`src/rtl/ins_loader_pkg.sv`:
```
`default_nettype none
// +----------------------------------------------------------------------+
// | ins_loader_pkg                                                       |
// | Shared CPU definitions: control-signal levels, loader FSM states and |
// | the byte-lane order used when assembling instruction words.          |
// | Rev 1.0                                                              |
// +----------------------------------------------------------------------+
package ins_loader_pkg;

   localparam logic C_CPU_HOLD = 1'b0;
   localparam logic C_CPU_RUN  = 1'b1;

   localparam int C_BYTES_PER_WORD = 4;
   // Lane receiving the first byte of a word; top lane means big-endian.
   localparam int C_FIRST_BYTE_LANE = C_BYTES_PER_WORD - 1;

   typedef enum logic [2:0] {
      S_IDLE  = 3'd0,
      S_RECV  = 3'd1,
      S_WRITE = 3'd2,
      S_CHECK = 3'd3,
      S_DONE  = 3'd4
   } state_t;

endpackage
`default_nettype wire

```
`src/rtl/ins_loader_byte_packer.sv`:
```
`default_nettype none
// +----------------------------------------------------------------------+
// | byte_packer                                                          |
// | Byte counter and shift register assembling 32-bit instruction words. |
// | Rev 1.0                                                              |
// +----------------------------------------------------------------------+
module byte_packer
   import ins_loader_pkg::*;
(
   input  logic        clk,
   input  logic        rst_n,
   input  logic        clear,
   input  logic        take,
   input  logic [7:0]  byte_in,
   output logic [31:0] word_next,
   output logic        last_byte
);

   logic [1:0]  r_cnt;
   logic [31:0] r_word;

   generate
      if (C_FIRST_BYTE_LANE == C_BYTES_PER_WORD - 1) begin : g_big_endian
         assign word_next = {r_word[23:0], byte_in};
      end else begin : g_little_endian
         assign word_next = {byte_in, r_word[31:8]};
      end
   endgenerate

   // word_next already holds the complete word in the cycle the last byte lands.
   assign last_byte = take && (r_cnt == 2'(C_BYTES_PER_WORD - 1));

   always_ff @(posedge clk or negedge rst_n) begin
      if (!rst_n) begin
         r_cnt  <= '0;
         r_word <= '0;
      end else if (clear) begin
         r_cnt  <= '0;
         r_word <= '0;
      end else if (take) begin
         r_cnt  <= r_cnt + 2'd1;
         r_word <= word_next;
      end
   end

endmodule
`default_nettype wire

```
`src/rtl/ins_loader.sv`:
```
`default_nettype none
// +----------------------------------------------------------------------+
// | ins_loader                                                           |
// | Streams program bytes into instruction memory, then releases the CPU.|
// | Optional end-of-load checksum byte: define INS_LOADER_CKSUM_EN.      |
// | Rev 1.0                                                              |
// +----------------------------------------------------------------------+
module ins_loader
   import ins_loader_pkg::*;
#(
   parameter int ADDR_W = 8
) (
   input  logic            CLK,
   input  logic            Reset,
   input  logic            Start,
   input  logic [ADDR_W:0] WordCount,
   input  logic [7:0]      ByteData,
   input  logic            ByteValid,
   output logic            ByteReady,
   output logic            MemWe,
   output logic [31:0]     MemAddr,
   output logic [31:0]     MemData,
   output logic            CpuRun,
   output logic            Busy,
   output logic            Err
);

   localparam logic [ADDR_W:0] C_MAX_WORDS = {1'b1, {ADDR_W{1'b0}}};
   localparam logic [ADDR_W:0] C_ONE       = {{ADDR_W{1'b0}}, 1'b1};
`ifdef INS_LOADER_CKSUM_EN
   localparam state_t C_END_STATE = S_CHECK;
`else
   localparam state_t C_END_STATE = S_DONE;
`endif

   state_t          r_state;
   state_t          w_next;
   logic [ADDR_W:0] r_count;
   logic [ADDR_W:0] r_idx;
   logic [ADDR_W:0] w_idx_inc;
   logic [ADDR_W:0] w_clamped;
   logic [31:0]     r_addr;
   logic [31:0]     r_data;
   logic [31:0]     w_word_next;
   logic            w_start_ok;
   logic            w_take;
   logic            w_last_byte;

   assign w_start_ok = Start && (r_state == S_IDLE || r_state == S_DONE);
   assign w_take     = ByteValid && (r_state == S_RECV);
   assign w_clamped  = (WordCount > C_MAX_WORDS) ? C_MAX_WORDS : WordCount;
   assign w_idx_inc  = r_idx + C_ONE;
   assign MemAddr    = r_addr;
   assign MemData    = r_data;

   byte_packer u_packer (
      .clk       (CLK),
      .rst_n     (Reset),
      .clear     (w_start_ok),
      .take      (w_take),
      .byte_in   (ByteData),
      .word_next (w_word_next),
      .last_byte (w_last_byte)
   );

`ifdef INS_LOADER_CKSUM_EN
   logic [7:0] r_cksum;
   logic       r_err;

   always_ff @(posedge CLK or negedge Reset) begin
      if (!Reset) begin
         r_cksum <= '0;
         r_err   <= 1'b0;
      end else if (w_start_ok) begin
         r_cksum <= '0;
         r_err   <= 1'b0;
      end else begin
         if (w_take) begin
            r_cksum <= r_cksum ^ ByteData;
         end
         if (r_state == S_CHECK && ByteValid && ByteData != r_cksum) begin
            r_err <= 1'b1;
         end
      end
   end

   assign Err = r_err;
`else
   assign Err = 1'b0;
`endif

   always_comb begin
      w_next    = r_state;
      ByteReady = 1'b0;
      MemWe     = 1'b0;
      CpuRun    = C_CPU_HOLD;
      Busy      = 1'b0;
      case (r_state)
         S_IDLE, S_DONE: begin
            CpuRun = (r_state == S_DONE) ? C_CPU_RUN : C_CPU_HOLD;
            if (w_start_ok) begin
               w_next = (w_clamped == '0) ? C_END_STATE : S_RECV;
            end
         end
         S_RECV: begin
            ByteReady = 1'b1;
            Busy      = 1'b1;
            if (w_last_byte) begin
               w_next = S_WRITE;
            end
         end
         S_WRITE: begin
            MemWe  = 1'b1;
            Busy   = 1'b1;
            w_next = (w_idx_inc == r_count) ? C_END_STATE : S_RECV;
         end
`ifdef INS_LOADER_CKSUM_EN
         S_CHECK: begin
            // The checksum byte uses the same valid/ready handshake as program bytes.
            ByteReady = 1'b1;
            Busy      = 1'b1;
            if (ByteValid) begin
               w_next = (ByteData == r_cksum) ? S_DONE : S_IDLE;
            end
         end
`endif
         default: begin
            w_next = S_IDLE;
         end
      endcase
   end

   always_ff @(posedge CLK or negedge Reset) begin
      if (!Reset) begin
         r_state <= S_IDLE;
         r_count <= '0;
         r_idx   <= '0;
         r_addr  <= '0;
         r_data  <= '0;
      end else begin
         r_state <= w_next;
         if (w_start_ok) begin
            r_count <= w_clamped;
            r_idx   <= '0;
         end
         if (r_state == S_WRITE) begin
            r_idx <= w_idx_inc;
         end
         if (w_last_byte) begin
            r_addr <= 32'({r_idx[ADDR_W-1:0], 2'b00});
            r_data <= w_word_next;
         end
      end
   end

endmodule
`default_nettype wire

```
`config.mk`:
```
export PLATFORM = sky130hd
export DESIGN_NAME = ins_loader
export DESIGN_NICKNAME = d
export VERILOG_FILES = /design/src/rtl/ins_loader_pkg.sv /design/src/rtl/ins_loader_byte_packer.sv /design/src/rtl/ins_loader.sv
export SDC_FILE = /design/constraint.sdc
export NUM_CORES = 1
export LEC_CHECK = 0
export CAP_MARGIN = 0
export CORE_MARGIN = 5
export CORE_UTILIZATION = 50
export DETAILED_ROUTE_END_ITERATION = 8
export PLACE_DENSITY_LB_ADDON = 0.25
export SYNTH_ARGS = -nofsm -noshare
export SYNTH_HDL_FRONTEND = slang
export SYNTH_HIERARCHICAL = 1
export SYNTH_SLANG_ARGS = --single-unit
export TNS_END_PERCENT = 5
```
`constraint.sdc`:
```
create_clock -name CLK -period 5.92 [get_ports CLK]
set_clock_uncertainty 0.2 [all_clocks]
set_input_delay 0.592 -clock CLK [delete_from_list [all_inputs] [get_ports CLK]]
set_output_delay 0.592 -clock CLK [all_outputs]
set_load 0.005 [all_outputs]
```
==> impl_metrics.tcl, run 1 <==
set metrics [dict create \
    outcome "finished clean" \
    start_util 0.507 \
    gp_congestion 0.784 \
    vias 2582 \
    tightest_slew_ns 1.07 \
    clk_pin_slew_worst_paths_ns 0.08 \
    endpoint "r_state[0]" \
    maxCapViolCount 0 \
    end_kind "flop" \
    slew_viol_final 0 \
    post_cts_buffers 0 \
    avgSynthCellArea_sq_um 11.7 \
    drt-wirelength-per-cell_microns 15.5 \
    insertion_delay_ns 0.35 \
    cp_top_family "simple AND/OR/NAND/NOR gates" \
    first_global_vias 2604 \
    std_cell_rows 33 \
    path_max_fanout 42 \
    dieArea_sq_um 10200 \
    path_buf_inv 1 \
    required_ns 5.95 \
    die_y_microns 101 \
    worstSetupPathType "in -> reg" \
    min_period_ns 3.18 \
    hp-class "in -> async" \
    yosysUniqueCellTypes 46 \
    core_area_sq_um 8130 \
    vias_per_cell 5.07 \
    synthCells 353 \
    root_buffer "clkbuf_8" \
    yosys_warnings 6 \
    cp_cell_sequence "clkdlybuf4s50_1 -> and3_2 -> and2_2 -> o22ai_1 -> a21oi_1 -> a21oi_1" \
    slew_headroom 0.285 \
    max_freq_mhz 314 \
    clock-sinks 87 \
    rsz0062_at_grt "false" \
    synth_seq_area_share 0.527 \
    worstSetupPathDepth 6 \
    synth_edf_count 0 \
    finalCritPeriodShare 0.537 \
    r2r_start "r_state[1]" \
    final-setup-viol-count 0 \
    r2r_cells 6 \
    ctsHoldBuffers 0 \
    r2r_end "r_state[0]" \
    htreeDepth 3 \
    yosys_register_bits 87 \
    p_leak_nw 2.18 \
    die_w_microns 101 \
    drt_first_pass_iters 4 \
    wl_microns 7890 \
    antenna_found_initial 0 \
    cp_slowest_cell "and2_2" \
    num_antenna_cells 0 \
    cp-startpoint "ByteValid" \
    grt_pass1_wl_microns 12900 \
    power_density_nw_per_um2 430 \
    hpwl_microns 5450 \
    critPathLaunchType "primary input" \
    crit_top_cell "a21oi_1" \
    cts_tree "done" \
    critPathMaxStageDelay_ns 0.95 \
    cts.repair.resized 0 \
    n_fill_cell 712 \
    tns_ns 0 \
    drive_gt1_frac 0.161 \
    max-vdd-ir-drop_mv 0.205 \
    ys.flop_type "dfrtp_1" \
    drcViolationCount 0 \
    final_hold_viol_count 0 \
    nets 422 \
    cts_made_buffers 9 \
    syn_to_final_growth_pct 15.2 \
    cts_buffer_depth 2 \
    r2r_slack_ns 2.87 \
    ant_nets 0 \
    grt_start_max_net_pins 88 \
    port_buffers 64 \
    cp.arrival_ns 3.21 \
    synth_area_sq_um 4130 \
    groute.usage.overall 0.162 \
    power.total_mw 2.04 \
    drtIter0Drc 110 \
    grt_overflow 0 \
    ioPinCount 90 \
    async_reset_ff_frac 1.00 \
]
-- worst min-delay path by stage --
stage,endpoint,slack (ns),depth (start not counted)
3_5_place_dp,MemData[29],0.30,1
5_1_grt,r_count[5],0.33,1
3_3_place_gp,r_idx[8],0.28,1
2_1_floorplan,MemAddr[2],0.1,0
4_1_cts,r_count[5],0.28,1
6_report,r_count[5],0.23,1
-- where the power goes --
part	leakage (nW)	internal (mW)	total [mW]	switching (mW)
Combinational	0.964	0.426	0.704	0.278
Sequential	1.14	0.819	0.984	0.165
Clock	0.0797	0.153	0.357	0.204
-- cells in the mapped netlist (4+ instances only) --
| cell type | n | area [sq um] |
|---|---|---|
| o21ai_0 | 22 | 110 |
| mux2i_1 | 25 | 250 |
| a21oi_1 | 4 | 20.0 |
| nor2_1 | 38 | 143 |
| xnor2_1 | 7 | 61.3 |
| buf_4 | 34 | 255 |
| xor2_1 | 5 | 43.8 |
| mux2_2 | 42 | 473 |
| nand2b_1 | 8 | 50.1 |
| nand2_1 | 19 | 71.3 |
| buf_2 | 4 | 20.0 |
| dfrtp_1 | 87 | 2180 |
| clkbuf_1 | 9 | 33.8 |
-- layout by cell type, fill, tap and decap left out, types with 4 or more instances in the layout --
cell,netlist,final
conb_1,1,25
o21ai_0,22,22
xor2_1,5,5
nor2_1,38,38
dfrtp_1,87,87
nand2b_1,8,8
xnor2_1,7,7
nand2_1,19,19
clkbuf_8,2,9
mux2i_1,25,25
a21oi_1,4,4
clkdlybuf4s50_1,0,63
mux2_2,42,42
-- metrics by stage --
| step | utilization | cell area, sq um | instances | hold slack, ns | setup WS, ns |
|---|---|---|---|---|---|
| after global placement | 0.564 | 4590 | 493 | 0.283 | 2.40 |
| final | 0.585 | 4760 | 509 | 0.227 | 2.74 |
| after global routing | 0.585 | 4760 | 509 | 0.328 | 2.59 |
| after CTS | 0.585 | 4760 | 509 | 0.277 | 2.73 |
| after detailed placement | 0.564 | 4590 | 493 | 0.295 | 2.34 |
| after floorplan | - | 4220 | 377 | 0.0964 | 3.55 |
-- flip-flops by register name, indices dropped and copies added, names as in the netlist --
signal / flops
u_packer/r_word: 24
MemAddr: 8
r_state: 3
r_count: 9
r_idx: 9
MemData: 32
u_packer/r_cnt: 2
-- cell families (layout without fill, tap and decap cells) --
| family | after synthesis | in the layout | synth area share |
|---|---|---|---|
| mux | 67 | 67 | 0.175 |
| simple gates | 88 | 88 | 0.104 |
| fa+ha+maj | 2 | 2 | 0.00606 |
| flops | 87 | 87 | 0.527 |
| xor+xnor | 12 | 12 | 0.0255 |
| other cells | 1 | 25 | 0.000908 |
| buf+inv | 56 | 83 | 0.0994 |
| compound gates | 40 | 40 | 0.0615 |
-- final cells by class --
type / instances / area (sq um) / area share
Clock buffer: 11 / 131 / 0.0276
Clock inverter: 5 / 33.8 / 0.00710
Inverter: 3 / 11.3 / 0.00237
Multi-Input combinational cell: 234 / 1630 / 0.343
Sequential cell: 87 / 2180 / 0.458
Tap cell: 105 / 131 / 0.0276
Timing Repair Buffer: 64 / 638 / 0.134
-- metal layers --
layer	share of wire	wire length, microns	global-route usage	up-vias
li1	-	-	-	1243
met1	0.46	3610	0.222	1262
met2	0.49	3850	0.257	65
met3	0.041	320	0.0256	12
met4	0.014	112	0.0663	0
met5	0	0	0	-
(Power assumes the default switching activity.)
==> run 2: changes to the inputs <==
Settings changed: CORE_UTILIZATION 50 to 46.
Clock period 5.92 ns to 2.6 ns, I/O delays scaled along.
==> run 2 against run 1 <==
Non-clock buffer count increased by 12; cell area increased by 2.6%; worst setup slack got worse by 2.5 ns; wire length increased by 3.9%; first-iteration DRC count decreased by 28%; combinational power increased by 140%; power increased by 130%; via count increased by 3.9%; largest power group unchanged; clock power increased by 140%; critical endpoint is now MemWe; largest cell class unchanged; global-route usage decreased by 0.97 points.
==> impl_metrics.tcl, run 2 (synthesis gave the netlist of run 1 again) <==
set metrics [dict create \
    outcome "finished clean" \
    grt_start_max_net_pins 45 \
    drcViolationCount 0 \
    ant_nets 0 \
    met2_usage 0.210 \
    post_cts_buffers 0 \
    cts_tree "done" \
    min_period_ns 2.40 \
    path_max_fanout 14 \
    vias 2682 \
    cp_cell_sequence "or3b_4 -> inv_2 -> clkdlybuf4s50_1" \
    grt_pass1_wl_microns 13600 \
    tns_ns 0 \
    finalCritPeriodShare 0.923 \
    port_buffers 64 \
    final_util 0.560 \
    required_ns 2.14 \
    drt_first_pass_iters 4 \
    maxCapViolCount 0 \
    busiest_layer "met1" \
    grt_overflow 0 \
    die_y_microns 105 \
    r2r_cells 6 \
    p_int_mw 3.23 \
    clk_pin_slew_worst_paths_ns 0.09 \
    p_switching_mw 1.51 \
    final_cell_mix "dfrtp_1, clkdlybuf4s50_1, mux2_2, nor2_1" \
    drt-wirelength-per-cell_microns 15.6 \
    hpwl_microns 5870 \
    cp_slowest_cell "clkdlybuf4s50_1" \
    r2r_end "r_state[2]" \
    critPathMaxStageDelay_ns 0.53 \
    grt_util_met3 0.0321 \
    cts_made_buffers 9 \
    p_leak_nw 2.26 \
    drive_gt1_frac 0.188 \
    vias_per_cell 5.12 \
    slew_viol_final 0 \
    start_util 0.473 \
    root_buffer "clkbuf_8" \
    insertion_delay_ns 0.35 \
    antenna_found_initial 0 \
    cp.arrival_ns 1.94 \
    die_w_microns 105 \
    hp-class "in -> async" \
    power.share.combinational 0.350 \
    std_cell_rows 34 \
    switching_share 0.319 \
    final_hold_viol_count 0 \
    syn_to_final_growth_pct 18.2 \
    p_seq_frac 0.468 \
    dieArea_sq_um 11000 \
    power.share.clock 0.182 \
    first_global_vias 2594 \
    ioPinCount 90 \
    wl_microns 8200 \
    nets 434 \
    groute.usage.overall 0.152 \
    power_density_nw_per_um2 971 \
    slew_headroom 0.544 \
    multi_input_area_sq_um 1640 \
    critPathLaunchType "flop" \
    ff_latch_area_sq_um 2180 \
    r2r_slack_ns 0.51 \
    drtIter0Drc 79 \
    final-setup-viol-count 0 \
    r2r_start "r_idx[0]" \
    max-vdd-ir-drop_mv 0.497 \
    n_fill_cell 743 \
    grtUsageMet1 0.231 \
    largest_reg_flops 32 \
    cts_buffer_depth 2 \
    clock-sinks 87 \
    core_area_sq_um 8720 \
    gp_congestion 0.890 \
    num_antenna_cells 0 \
    worstSetupPathType "reg -> out" \
    rsz0062_at_grt "false" \
    layout_commonest_cell "dfrtp_1" \
    end_kind "output pin" \
    tightest_slew_ns 0.684 \
    htreeDepth 3 \
    max_freq_mhz 417 \
]
-- run 2: what timing repair did --
| item | in CTS | in global routing |
|---|---|---|
| gates resized for setup | 1 | 1 |
| cloned | 0 | 0 |
| setup endpoints to repair | 1 | 1 |
| hold buffers | 1 | 0 |
| endpoints found under the hold margin | 43 | 0 |
-- run 2: power by group through the flow --
| stage | registers, mW | clock network [mW] | logic [mW] |
|---|---|---|---|
| after global placement | 2.23 | 0 | 1.66 |
| after detailed placement | 2.25 | 0 | 1.68 |
| after global routing | 2.30 | 0.949 | 1.83 |
| after CTS | 2.22 | 0.891 | 1.69 |
| after floorplan | 2.16 | 0 | 0.994 |
| final | 2.22 | 0.861 | 1.66 |
-- run 2: routing by layer --
metal | routed length (microns) | share of wire
met5 | 0 | 0
met4 | 210 | 0.026
met3 | 505 | 0.062
met2 | 3550 | 0.43
met1 | 3930 | 0.48
-- run 2: final cells by class --
cell class,count,area share
flip-flops and latches,87,0.446
multi-input cells,234,0.335
repair buffers,76,0.152
well taps,108,0.0277
clock buffers,10,0.0261
clock inverters,6,0.0105
inverters,3,0.00231
-- run 2: worst max-delay path, delay by kind of cell (launching register included) --
family / cells / cell delay [ns]
buffers and inverters: 2 / 0.69
flip-flops: 1 / 0.41
AND/OR/NAND/NOR: 1 / 0.50
-- run 2: worst max path at each step --
stage                             from         end  slack [ns]  cells past startpoint
after global placement    WordCount[3]  r_state[0]        0.37                      6
after detailed placement    r_state[0]       MemWe        0.32                      3
final                       r_state[0]       MemWe        0.20                      3
after floorplan             r_state[1]  MemAddr[6]        0.29                      8
after CTS                   r_state[0]       MemWe        0.02                      3
after global routing        r_state[0]       MemWe        0.12                      3
-- run 2: stage by stage --
stage / cells / cell area [sq um] / hold slack [ns] / total power, mW / setup slack (ns)
3_5_place_dp: 507 / 4690 / 0.103 / 3.93 / 0.322
5_1_grt: 524 / 4880 / 0.304 / 5.08 / 0.125
6_report: 524 / 4880 / 0.234 / 4.74 / 0.200
3_3_place_gp: 507 / 4690 / 0.0926 / 3.89 / 0.365
4_1_cts: 524 / 4880 / 0.259 / 4.81 / 0.0240
2_1_floorplan: 377 / 4220 / -0.236 / 3.15 / 0.291
